===== src/rtl/char_scroll_display.sv =====
// Column-scanning LED driver for a window of 4x4 hex glyphs taken from a
// blankable message buffer, with optional one-column-per-step scrolling.
module char_scroll_display #(
    parameter int NUM_CHARS     = 4,
    parameter int BUF_DEPTH     = 8,
    parameter int DWELL         = 1,
    parameter int SCROLL_FRAMES = 16
) (
    input  logic                             clk,
    input  logic                             reset,
    input  logic                             load,
    input  logic [$clog2(BUF_DEPTH)-1:0]     wr_addr,
    input  logic [3:0]                       data,
    input  logic                             wr_blank,
    input  logic                             scroll_en,
    output logic [$clog2(4*NUM_CHARS)-1:0]   column,
    output logic [3:0]                       line,
    output logic                             frame_start,
    output logic [$clog2(4*BUF_DEPTH)-1:0]   scroll_offset
);
    localparam int NC = 4 * NUM_CHARS;
    localparam int VC = 4 * BUF_DEPTH;
    localparam int CW = $clog2(NC);
    localparam int OW = $clog2(VC);
    localparam int AW = $clog2(BUF_DEPTH);
    localparam int DW = (DWELL > 1) ? $clog2(DWELL) : 1;
    localparam int FW = (SCROLL_FRAMES > 1) ? $clog2(SCROLL_FRAMES) : 1;

    logic [DW-1:0]        dwell_cnt;
    logic [CW-1:0]        col_idx;
    logic [FW-1:0]        frame_cnt;
    logic [3:0]           mem [BUF_DEPTH];
    logic [BUF_DEPTH-1:0] blank;

    logic          tick;
    logic          frame_end;
    logic [OW-1:0] vcol;
    logic [AW-1:0] ent;
    logic [3:0]    sel;
    logic [15:0]   glyph;
    logic [3:0]    pix;

    function automatic logic [15:0] glyph_rom(input logic [3:0] d);
        case (d)
            4'h0: glyph_rom = 16'hF99F;
            4'h1: glyph_rom = 16'hF22F;
            4'h2: glyph_rom = 16'hF24F;
            4'h3: glyph_rom = 16'hF71F;
            4'h4: glyph_rom = 16'h99F1;
            4'h5: glyph_rom = 16'hF8F7;
            4'h6: glyph_rom = 16'h8F9F;
            4'h7: glyph_rom = 16'hF111;
            4'h8: glyph_rom = 16'hEBD7;
            4'h9: glyph_rom = 16'hF9F1;
            4'hA: glyph_rom = 16'hF9F9;
            4'hB: glyph_rom = 16'hCADA;
            4'hC: glyph_rom = 16'hF88F;
            4'hD: glyph_rom = 16'hE99E;
            4'hE: glyph_rom = 16'hFE8F;
            default: glyph_rom = 16'hF8E8;
        endcase
    endfunction

    always_comb begin
        tick      = (dwell_cnt == DW'(DWELL - 1));
        frame_end = tick && (col_idx == CW'(NC - 1));
        // VC is a power of two, so the adder's natural overflow is the window wrap
        vcol      = OW'(col_idx) + scroll_offset;
        ent       = vcol[OW-1:2];
        sel       = 4'b1000 >> vcol[1:0];
        glyph     = glyph_rom(mem[ent]);
        pix       = {|(glyph[15:12] & sel), |(glyph[11:8] & sel),
                     |(glyph[7:4] & sel), |(glyph[3:0] & sel)};
    end

    // Buffer writes are independent of scanning; a same-cycle read sees old data
    always_ff @(posedge clk or posedge reset) begin
        if (reset) begin
            for (int i = 0; i < BUF_DEPTH; i++) mem[i] <= 4'h0;
            blank <= '1;
        end else if (load) begin
            mem[wr_addr]   <= data;
            blank[wr_addr] <= wr_blank;
        end
    end

    always_ff @(posedge clk or posedge reset) begin
        if (reset) begin
            dwell_cnt     <= '0;
            col_idx       <= '0;
            frame_cnt     <= '0;
            column        <= '0;
            line          <= 4'h0;
            frame_start   <= 1'b0;
            scroll_offset <= '0;
        end else begin
            dwell_cnt   <= tick ? '0 : dwell_cnt + 1'b1;
            frame_start <= 1'b0;
            if (tick) begin
                column      <= col_idx;
                line        <= blank[ent] ? 4'h0 : pix;
                frame_start <= (col_idx == '0);
                col_idx     <= col_idx + 1'b1;
            end
            // Offset only moves at frame end so every frame uses one offset
            if (!scroll_en) begin
                frame_cnt     <= '0;
                scroll_offset <= '0;
            end else if (frame_end) begin
                if (frame_cnt == FW'(SCROLL_FRAMES - 1)) begin
                    frame_cnt     <= '0;
                    scroll_offset <= scroll_offset + 1'b1;
                end else begin
                    frame_cnt <= frame_cnt + 1'b1;
                end
            end
        end
    end
endmodule


===== config.mk =====
export PLATFORM = sky130hd
export DESIGN_NAME = char_scroll_display
export DESIGN_NICKNAME = d
export VERILOG_FILES = /design/src/rtl/char_scroll_display.sv
export SDC_FILE = /design/constraint.sdc
export NUM_CORES = 1
export LEC_CHECK = 0
export ABC_AREA = 1
export CORE_MARGIN = 3
export CORE_UTILIZATION = 38
export DETAILED_ROUTE_END_ITERATION = 16
export MAX_ROUTING_LAYER = met4
export PLACE_DENSITY = 0.61
export SYNTH_ARGS = -nofsm -noshare
export SYNTH_HDL_FRONTEND = slang
export SYNTH_SLANG_ARGS = --single-unit

===== constraint.sdc =====
create_clock -name clk -period 3.3 [get_ports clk]
set_input_delay 0.66 -clock clk [delete_from_list [all_inputs] [get_ports clk]]
set_output_delay 0.66 -clock clk [all_outputs]
set_load 0.02 [all_outputs]

# Word-level counts from Yosys, hierarchy flattened
# Memories as Yosys holds them, arrays and structs flattened.
# Index checks and enable logic that the tools add are counted.
[classes]
shifts = 1
eq_ne = 4
multipliers = 0
add_sub_neg = 5
n_div = 0
reduce_logical = 9
n_lt_le_gt_ge = 6
muxes = 20
bitwise = 7
[ops]
columns = ["op", "count"]
rows = [
  ["32-bit bitwise mux", 1],
  ["4-bit two-way mux", 7],
  ["4-bit AND", 4],
  ["4-bit OR reduction", 4],
  ["5-bit two-way mux", 3],
  ["4-bit binary-select mux with 3-bit select", 1],
  ["4-bit demux with 3-bit select", 1],
  ["4-bit by 1-bit adder with 4-bit output, second input constant", 2],
  ["8-bit bitwise mux", 1],
  ["4-bit equality test, second input constant", 2],
  ["4-bit greater-or-equal comparator, second input constant", 2],
  ["3-bit by 4-bit < comparator with 1-bit output, second input constant", 2],
  ["3-bit NOT with 4-bit output", 2],
  ["4-bit by 5-bit adder with 5-bit output", 1],
  ["5-bit by 1-bit adder with 5-bit output, second input constant", 1],
  ["4-bit logical NOT", 1],
  ["4-bit by 1-bit < comparator with 1-bit output, second input constant", 1],
  ["1-bit two-way mux", 4],
  ["2-bit by 1-bit != test with 1-bit output, second input constant", 2],
  ["4-bit by 2-bit right shift with 4-bit output, first input constant", 1],
  ["1-bit binary-select mux with 3-bit select", 1],
  ["1-bit demux with 3-bit select", 1],
  ["3-bit by 1-bit greater-or-equal comparator with 1-bit output, second input constant", 1],
  ["1-bit logical AND", 3],
  ["other kinds (3)", 3],
]
[word_totals]
latch_bits = 0
elab_cells = 69
inputBits = 12
memories = 1
ram_bits = 0
mem_bits_ro = 240
output_inout_bits = 14
ff_bits = 63
[memory_table]
columns = ["memory", "depth", "width", "read_ports", "rd_clocked_by_memory_dff", "wr", "line", "rtl"]
rows = [
  ["(name not given)", 16, 15, 1, 0, 0, "44", "case (d)"],
]

# Logic depth before layout (Yosys ltp)
# An unclocked memory read counts as a cell.
[depth]
ltp_word = 9
depth_mapped = 24
ltp_nobuf = 22

# Worst setup path after synthesis
# Ideal clock, no wire load.
[synth_timing]
kind = "register -> register"
from = "reg scroll_offset[0]"
to = "reg line[2]"
path_buffers = 2
arrival_time_ps = 2951
path_stages_with_launch = 24
required_time_ps = 3187
setup_time_ps = 113
slack_ps = 236
synth_period_minus_slack_ps = 3064
cell_sequence = "dfrtp_1 -> ha_1 -> inv_1 -> fa_1 -> inv_1 -> nand2_4 -> nand2_4 -> buf_6 -> buf_6 -> nand2_1 -> nand2_1 -> inv_1 -> nand2_1 -> nand3_1 -> nand2_2 -> inv_1 -> ha_1 -> nand3b_1 -> nand2_1 -> nand2_1 -> nand3_1 -> nand3_1 -> nand2_1 -> inv_1"
[synth_via]
elab_chain_len = 9
word_cells_on_any_way = 12
classes_between = "1 x add/sub; 1 x shift; 6 x mux; 2 x bitwise; 1 x reduce/logical; 1 x memory"
[synth_rtl]
columns = ["item", "line", "rtl"]
rows = [
  ["start, declared", "19", "output logic [$clog2(4*BUF_DEPTH)-1:0] scroll_offset"],
  ["start signal, assigned", "112", "scroll_offset <= scroll_offset + 1'b1;"],
  ["4-bit by 5-bit adder with 5-bit output *", "68", "vcol = OW'(col_idx) + scroll_offset;"],
  ["3-bit NOT with 4-bit output (not written as such)", "71", "glyph = glyph_rom(mem[ent]);"],
  ["4-bit binary-select mux with 3-bit select", "71", ""],
  ["4-bit two-way mux (not written as such) (2 in a row)", "71", ""],
  ["memory 16 x 15 bit", "--", ""],
  ["4-bit AND", "72", "pix = {|(glyph[15:12] & sel), |(glyph[11:8] & sel),"],
  ["4-bit OR reduction", "72", ""],
  ["4-bit two-way mux *", "101", "line <= blank[ent] ? 4'h0 : pix;"],
  ["end signal, assigned", "101", ""],
  ["end, declared", "17", "output logic [3:0] line,"],
]
# Mark *: on every way between the ends. The rest lies on a longest branch, timed or not. The select of a mux whose other input is x is not followed.
# A chain may end at the register's enable or synchronous reset.

# Final worst setup path
[layout_timing]
from = "reg col_idx[0]"
to = "reg line[2]"
[layout_via]
elab_chain_len = 9
word_cells_on_any_way = 12
classes_between = "1 x add/sub; 1 x shift; 6 x mux; 2 x bitwise; 1 x reduce/logical; 1 x memory"
[layout_rtl]
columns = ["item", "line", "rtl"]
rows = [
  ["start, declared", "30", "logic [CW-1:0] col_idx;"],
  ["start signal, assigned", "103", "col_idx <= col_idx + 1'b1;"],
  ["4-bit by 5-bit adder with 5-bit output *", "68", ""],
  ["3-bit NOT with 4-bit output (not written as such)", "71", ""],
  ["4-bit binary-select mux with 3-bit select", "71", ""],
  ["4-bit two-way mux (not written as such) (2 in a row)", "71", ""],
  ["memory 16 x 15 bit", "--", ""],
  ["4-bit AND", "72", ""],
  ["4-bit OR reduction", "72", ""],
  ["4-bit two-way mux *", "101", ""],
]
# Marks and branches as above.

==> reports/metrics.csv <==
metric,value,unit
outcome,"finished, final reports clean",
Final GP Congestion,0.8821,
fmax,0.3316,GHz
maximum vdd drop,0.3223,mV
maximum buffer depth of the clock tree,2,
Tmin final,3016,ps
most area-consuming cells after synthesis,"dfrtp_1 (40%), nand2_1 (15%), o21ai_0 (7.2%), dfstp_2 (6.2%), nand3_1 (6.0%)",
clk_skew,11.92,ps
Post-Syn Area per Cell,7.725,µm²
Hold Crit Depth,0,
power per cell area,493.0,mW/mm²
Horiz. Die Dim,100.8,µm
Final Net Count,510,
vias in the first global route,2874,
Starting Density,0.4034,
DRT Wirelength,7804,µm
GRT Residual Overflow,0,
"FFs w/ async S/R, synth",1.000,
Area Growth Syn to Fin,18.72,%
R2R setup slack,280,ps
initial antenna violation count,0,
Final Hold Viols,0,
FF-to-FF path depth,19,
TritonCTS Buffers,9,
H-tree levels,3,
r2r endpoint,line[2],
CP Capture Type,flop,
Setup CP Type,reg -> reg,
"FF+latch count, synth",62,
worst-margin pin slew,728.8,ps
Placement Rows,33,
min-delay src,col_idx[1],
Fillers,823,
max-slew violation count,0,
DRT antenna net count,0,
Post-synth EDFFs,0,
"count leader, synth",nand2_1,
Ports,26,
max-cap viol count,0,
peak fanout along the critical path,8,
clk root buf,clkbuf_8,
CP Launch Type,flop,
slowest CP cell,fa_1,
ANT cells,0,
"top cells by count, synth","nand2_1 (135), dfrtp_1 (54), inv_1 (51), o21ai_0 (49), nand3_1 (41)",
Residual DRC,0,
CP arrival,3260,ps
final setup margin,284.1,ps
Sequential cell area,0.001563,mm²
worst skew pair latency,350,ps
Critical R2R Launch,col_idx[0],
Most common cell on crit path,nand3_1,
"CP delay by family, top",simple AND/OR/NAND/NOR gates,
pin count of the biggest net entering global routing,35,
Post-CTS Hold Buffers,0,
syn_nets,468,
Tcrit/Tclk final,0.9139,
Synth warnings,0,
Vias,2925,
crit path buf inv count,5,
Final setup violation count,0,
Finished Core Util,0.4789,
length of the first detailed-routing pass in iterations,5,
Port Buf Inserts,25,
highest routed layer,met4,
Via-to-Cell Ratio,4.924,
CTS tree,built,
clock sinks,62,
clock-pin slew on the worst setup and hold paths,80,ps
Setup TNS,0,ps
dpl cell area,0.003791,mm²
met2 WL post-DR,3648,µm
sequence of cells on the critical path,"ha_2, inv_1, fa_1, inv_2, nand3_1, nand3_1, nand2_4, inv_4, nand3_1, nand2_2, inv_1, ha_1, nand3b_1, nand2_1, nand2_1, nand3_1, nand3_1, nand2_1, inv_1",
Cells after Synth,442,
design area,0.004054,mm²
top_reg_cell synth,dfrtp_1,
die area,0.01016,mm²
max_slew headroom,0.5134,
layout cells sized above 1,0.1166,
GRT Total Usage,0.1706,
Metal-1 WL,3699,µm
Min-Delay Path Class,reg -> reg,
initial DRC count,183,
met3 routed wirelength,342,µm
Pwr Total,0.001999,W
Synth top area share,0.3957,
Pleak,2.033,nW
Setup Slack @ Placement,102.6,ps
WHS Endpoint,column[1],
"Data required, critical path",3540,ps
Mapped Area,0.003415,mm²
routed len/inst,13.14,µm
Die Height,100.8,µm
first-pass GRT wire length,13450,µm
register area share after synthesis,0.4573,
dpl hpwl,5490,µm
Cell variety after synth,29,
Crit path largest cell delay,430,ps
"area leader, netlist",dfrtp_1,
Core Region,0.008464,mm²
multi-input logic area,0.001612,mm²
[sequential cells by signal, summed over array words and instances (netlist names)]
signal         flops
mem               32
blank              8
scroll_offset      5
col_idx            4
column             4
frame_cnt          4
line               4
frame_start        1
[kinds of logic after synthesis]
group,count (synthesis),share of synthesized area
buffers and inverters,62,0.07878
adders and majority gates,14,0.05350
DFF,62,0.4573
xor gates and xnor gates,3,0.007697
AOI/OAI and AO/OA,75,0.1165
and+or+nand+nor,226,0.2862
[per-layer routing]
layer / GRT usage / up-vias
met3: 0.04221 / 11
met2: 0.2714 / 53
met5: - / -
met4: 0.04870 / 0
li1: - / 1508
met1: 0.2163 / 1353
[cells in the final DEF, fill, tap and decap left out, types with 2 or more instances in the layout]
| cell | instances |
|---|---|
| nand2_4 | 4 |
| clkdlybuf4s50_1 | 25 |
| buf_4 | 11 |
| a21oi_1 | 13 |
| o221ai_1 | 2 |
| o21ai_0 | 49 |
| nand3b_1 | 2 |
| nand3_1 | 41 |
| nor2_1 | 33 |
| dfrtp_1 | 53 |
| ha_1 | 12 |
| xor2_1 | 2 |
| nor3_1 | 2 |
| nand3_2 | 5 |
| inv_2 | 5 |
| o21ai_1 | 6 |
| dfstp_2 | 8 |
| inv_1 | 48 |
| clkbuf_8 | 11 |
| nand2_1 | 135 |
| nand2_2 | 3 |
| clkinvlp_4 | 3 |
| o21bai_1 | 2 |
[what timing repair did]
item	4_1_cts	5_1_grt
setup endpoints to repair	0	4
gates resized for setup	0	7
setup buffers	0	6
[cell type report]
class | count | area share
Tap cell | 105 | 0.03241
Inverter | 55 | 0.05154
Clock buffer | 12 | 0.03827
Sequential cell | 62 | 0.3855
Timing Repair Buffer | 37 | 0.08704
Multi-Input combinational cell | 319 | 0.3975
Clock inverter | 4 | 0.007716
[where the power goes]
part           leakage, nW  switching, W  internal [W]
Clock               0.0848      0.000317      0.000315
Combinational         1.18      0.000258      0.000172
Sequential           0.767     0.0000562      0.000881
Total                 2.03      0.000630       0.00137
[worst max-delay path by stage]
| stage | start | endpoint | cells past startpoint |
|---|---|---|---|
| 6_report | col_idx[0] | line[2] | 19 |
| 5_1_grt | col_idx[0] | line[1] | 18 |
| 4_1_cts | scroll_offset[0] | line[2] | 19 |
| 3_5_place_dp | scroll_offset[0] | line[2] | 19 |
| 3_3_place_gp | scroll_offset[0] | line[2] | 19 |
| 2_1_floorplan | scroll_offset[0] | line[2] | 23 |
[worst register-to-register path: cells and delay by family, from the launching register on]
kind / cells / cell delay, ps
and+or+nand+nor: 11 / 1140
buffers and inverters: 5 / 410
adders and majority gates: 3 / 970
DFF: 1 / 400
[stage by stage]
step	instances	hold slack, ps
after floorplan	442	419.1
after global placement	571	438.7
after detailed placement	571	465.3
after CTS	587	471.8
after global routing	594	499.6
final	594	468.5
Power figures use the tool's default switching activity.
==> edit 1: new RTL, config.mk and constraints unchanged <==
Set the parameter `SCROLL_FRAMES` to 64 (it was 16).
--- a/src/rtl/char_scroll_display.sv
+++ b/src/rtl/char_scroll_display.sv
@@ -4,7 +4,7 @@
     parameter int NUM_CHARS     = 4,
     parameter int BUF_DEPTH     = 8,
     parameter int DWELL         = 1,
-    parameter int SCROLL_FRAMES = 16
+    parameter int SCROLL_FRAMES = 64
 ) (
     input  logic                             clk,
     input  logic                             reset,
Behaviour: no difference found for any inputs over 10 cycles, from zero or initial values and one cycle with reset high; that may be too few to reach the edited logic, so the function may still have changed.
==> edit 1 against the unedited design <==
Area after synthesis rose by 4.2%; power rose by 19%; fmax barely moved; cell area rose by 2.0%; worst setup slack barely moved; die area rose by 3.9%; clock skew fell by 0.0042 ns; sequential share of layout area rose by 0.45 points; sequential cell count rose by 2; wire length rose by 0.49%; critical path type unchanged; largest power group unchanged; highest routed layer unchanged.
==> edit 1: results (changes against the unedited design) <==
For the post-synthesis net count, the log shows 496 (+6.0%). The run gives 3,056 (+4.5%) as the overall via count from detail_route. The number of fillers in the final layout is 875 (+6.3%). The tools report the sequential share of the synthesized area as 0.453 (-0.00427).

The run finished with clean final reports. The number of placed cells counting well taps was 598 (+4.7%); the via count of the first global-routing pass was 2,726 (-5.1%). For the maximum number of pins on one net before global-route repair, the log shows 34 (-2.9%).

The leakage power total was 2.08 nW (+2.3%); the maximum vdd drop was 0.284 mV (-12%). The tools report the total detailed-routing wirelength as 7.84 mm (+0.49%). The met1 demand-to-capacity share in global routing came out at 0.226 (+0.00930). Following the worst setup path forward leads to its endpoint at line[0].

The logs give 615 (+3.5%) for the post-layout instance count excluding filler cells and 3.84 mm (+3.8%) for the total routed wire length on the met1 layer. The total track usage is 0.165 (-0.00531), and the cell area after placement is 3920 um2 (+3.3%). Wire length of the first global-routing pass: 13.2 mm (-1.9%). After synthesis, the cell types taking the most area are sky130_fd_sc_hd__dfrtp_1 (39%), sky130_fd_sc_hd__nand2_1 (17%), sky130_fd_sc_hd__o21ai_0 (7.3%).

The highest clock rate was 0.332 GHz (about the same). The setup clock skew after layout was 0.00772 ns (-0.00421 ns); the number of nets in the layout was 529 (+3.7%). Share of layout cells above drive strength 1: 0.0809 (-0.0357). The tools report the fraction of power consumed by sequential logic as 0.413 (-0.056). The weighted congestion reported at the end of routability-driven placement is 0.952 (+7.9%), and the half-perimeter wire length after placement is 5.74 mm (+4.6%).

The signal arrival time at the worst endpoint came out at 3.24 ns (-0.02 ns).
edit 1: cell count changes in the layout (fill, tap and decap cells not counted), sizes merged, moves of 3 or more:
cell | unedited run | this run
nand2 | 143 | 168
nor2 | 33 | 27
nor3 | 2 | 5
buf | 12 | 2
edit 1: what timing repair did:
item / in CTS / in global routing
setup buffers: 0 / 0
gates resized for setup: 0 / 3
endpoints found under the setup margin: 0 / 4
edit 1: power groups by stage:
stage	sequential, mW	combinational (mW)	clock (mW)
global placement	0.995	0.714	0
floorplan	1.01	0.526	0
global route	0.998	0.842	0.736
detailed placement	0.999	0.722	0
finish	0.986	0.735	0.666
CTS	0.985	0.725	0.688
edit 1: worst min path at each step:
stage | start | to | slack [ns]
5_1_grt | col_idx[0] | column[0] | 0.48
2_1_floorplan | col_idx[1] | column[1] | 0.42
3_5_place_dp | col_idx[0] | column[0] | 0.44
6_report | col_idx[0] | column[0] | 0.45
4_1_cts | col_idx[0] | column[0] | 0.46
3_3_place_gp | col_idx[0] | column[0] | 0.44
edit 1: through the flow:
step | utilization | power [mW]
final | 0.465 | 2.39
after global routing | 0.465 | 2.58
after CTS | 0.462 | 2.40
after detailed placement | 0.441 | 1.72
after global placement | 0.441 | 1.71
after floorplan | - | 1.54
edit 1: kinds of logic after synthesis:
family | share of synthesized area
AOI/OAI and AO/OA | 0.117
DFF | 0.453
and+or+nand+nor | 0.296
xor gates and xnor gates | 0.00739
adders and majority gates | 0.0549
buffers and inverters | 0.0718
edit 1: cell type report:
type | count | share of cell area
flip-flops and latches | 64 | 0.390
well taps | 108 | 0.0327
clock inverters | 3 | 0.0103
inverters | 54 | 0.0490
multi-input cells | 346 | 0.415
repair buffers | 27 | 0.0672
clock buffers | 13 | 0.0360
==> edit 2: new RTL, same flow settings <==
Made on the original files. Register the inputs `load`, `wr_addr`, `data`, `wr_blank` and `scroll_en` before use, cleared by the reset. The logic sees them one clock later. Comments in the files are not updated.
--- a/src/rtl/char_scroll_display.sv
+++ b/src/rtl/char_scroll_display.sv
@@ -25,6 +25,28 @@
     localparam int AW = $clog2(BUF_DEPTH);
     localparam int DW = (DWELL > 1) ? $clog2(DWELL) : 1;
     localparam int FW = (SCROLL_FRAMES > 1) ? $clog2(SCROLL_FRAMES) : 1;
+
+    logic load_q;
+    logic [$clog2(BUF_DEPTH)-1:0] wr_addr_q;
+    logic [3:0] data_q;
+    logic wr_blank_q;
+    logic scroll_en_q;
+
+    always_ff @(posedge clk or posedge reset) begin
+        if (reset) begin
+            load_q      <= '0;
+            wr_addr_q   <= '0;
+            data_q      <= '0;
+            wr_blank_q  <= '0;
+            scroll_en_q <= '0;
+        end else begin
+            load_q      <= load;
+            wr_addr_q   <= wr_addr;
+            data_q      <= data;
+            wr_blank_q  <= wr_blank;
+            scroll_en_q <= scroll_en;
+        end
+    end
 
     logic [DW-1:0]        dwell_cnt;
     logic [CW-1:0]        col_idx;
@@ -78,9 +100,9 @@
         if (reset) begin
             for (int i = 0; i < BUF_DEPTH; i++) mem[i] <= 4'h0;
             blank <= '1;
-        end else if (load) begin
-            mem[wr_addr]   <= data;
-            blank[wr_addr] <= wr_blank;
+        end else if (load_q) begin
+            mem[wr_addr_q]   <= data_q;
+            blank[wr_addr_q] <= wr_blank_q;
         end
     end
 
@@ -103,7 +125,7 @@
                 col_idx     <= col_idx + 1'b1;
             end
             // Offset only moves at frame end so every frame uses one offset
-            if (!scroll_en) begin
+            if (!scroll_en_q) begin
                 frame_cnt     <= '0;
                 scroll_offset <= '0;
             end else if (frame_end) begin
Check against the original RTL: not equivalent (a bounded check fails within 4 cycles, from zero or initial values and one cycle with reset high).
==> edit 2 against the unedited design <==
Power is 22% higher; sequential cell count is 10 higher; area after synthesis is 8.2% higher; global-route usage is 1.6 points lower; worst setup slack improved by 0.069 ns; wire length shrank 1.9%; cell area grew 6.2%; largest cell class is now sequential cells; largest power group unchanged.
==> edit 2: results (changes against the unedited design) <==
The logs give 282 um (-18%) for the routed length on met3 and 3.59 mm (-1.6%) for the routed length on met2. The number of nets in the layout is 518 (+1.6%). The tools report the worst hold path endpoint as col_idx[0]. The logs give 4080 um2 (+7.7%) for the cell area after placement and 0.114 ns (+0.0116 ns) for the placement-stage worst setup slack. The cell count of the worst reg-to-reg path came out at 20 (+1). The signal arrival time at the worst endpoint is 3.18 ns (-0.08 ns), and the power spent charging and discharging nets is 0.798 mW (+27%). The transition time at the pin with the least slew margin is 1.04 ns (+0.308 ns), and the half-perimeter wire length after placement is 5.67 mm (+3.3%). The run gives 1.09 mW (+16%) as the sequential cell power. The logs give 0.480 ns (+0.0115 ns) for the worst slack on hold paths and 4 (-1) for the number of optimization iterations in the first detailed-route pass. The run gives 0.273 (-0.043) as the clock network fraction of design power.

The total routed wire length on the met1 layer is 3.70 mm (about the same), and the total detailed-routing wirelength is 7.66 mm (-1.9%). For the post-synthesis net count, the log shows 481 (+2.8%). Ranked by instance count, the synthesized netlist is headed by sky130_fd_sc_hd__nand2_1 (139), sky130_fd_sc_hd__dfrtp_1 (64), sky130_fd_sc_hd__inv_1 (48). Worst-path maximum fanout: 6 (-2). The hold path depth is 1 (+1), and the total track usage is 0.155 (-0.0157). The flow ran to the end, and the final reports show no timing, DRC or antenna violations.

The run gives 13.5 mm (+0.61%) as the wire length of the first global-routing pass. The launch instance of the worst min-delay path was col_idx[0]. The post-route minimum period was 2.95 ns (-0.0693 ns); the starting DRC count in detailed routing was 136 (-26%).
edit 2: metrics by stage:
stage | power [mW] | cells | utilization
3_5_place_dp | 1.78 | 608 | 0.438
3_3_place_gp | 1.77 | 608 | 0.438
4_1_cts | 2.46 | 624 | 0.457
5_1_grt | 2.62 | 626 | 0.462
2_1_floorplan | 1.60 | 455 | -
6_report | 2.44 | 626 | 0.462
edit 2: area by class of cell:
type	count	area share
clock buffers	12	0.0314
multi-input cells	321	0.379
clock inverters	4	0.0110
inverters	55	0.0480
repair buffers	33	0.0721
flip-flops and latches	72	0.421
well taps	129	0.0375
edit 2: kinds of logic after synthesis:
kind of cell,after synthesis,share of synthesized area
compound gates,73,0.105
xor+xnor,3,0.00712
fa+ha+maj,14,0.0495
buf+inv,63,0.0762
flops,72,0.491
simple gates,230,0.271
edit 2: per-layer routing:
metal	GRT usage	vias up
li1	-	1532
met1	0.197	1381
met2	0.247	58
met3	0.0340	12
met4	0.0515	0
met5	-	-
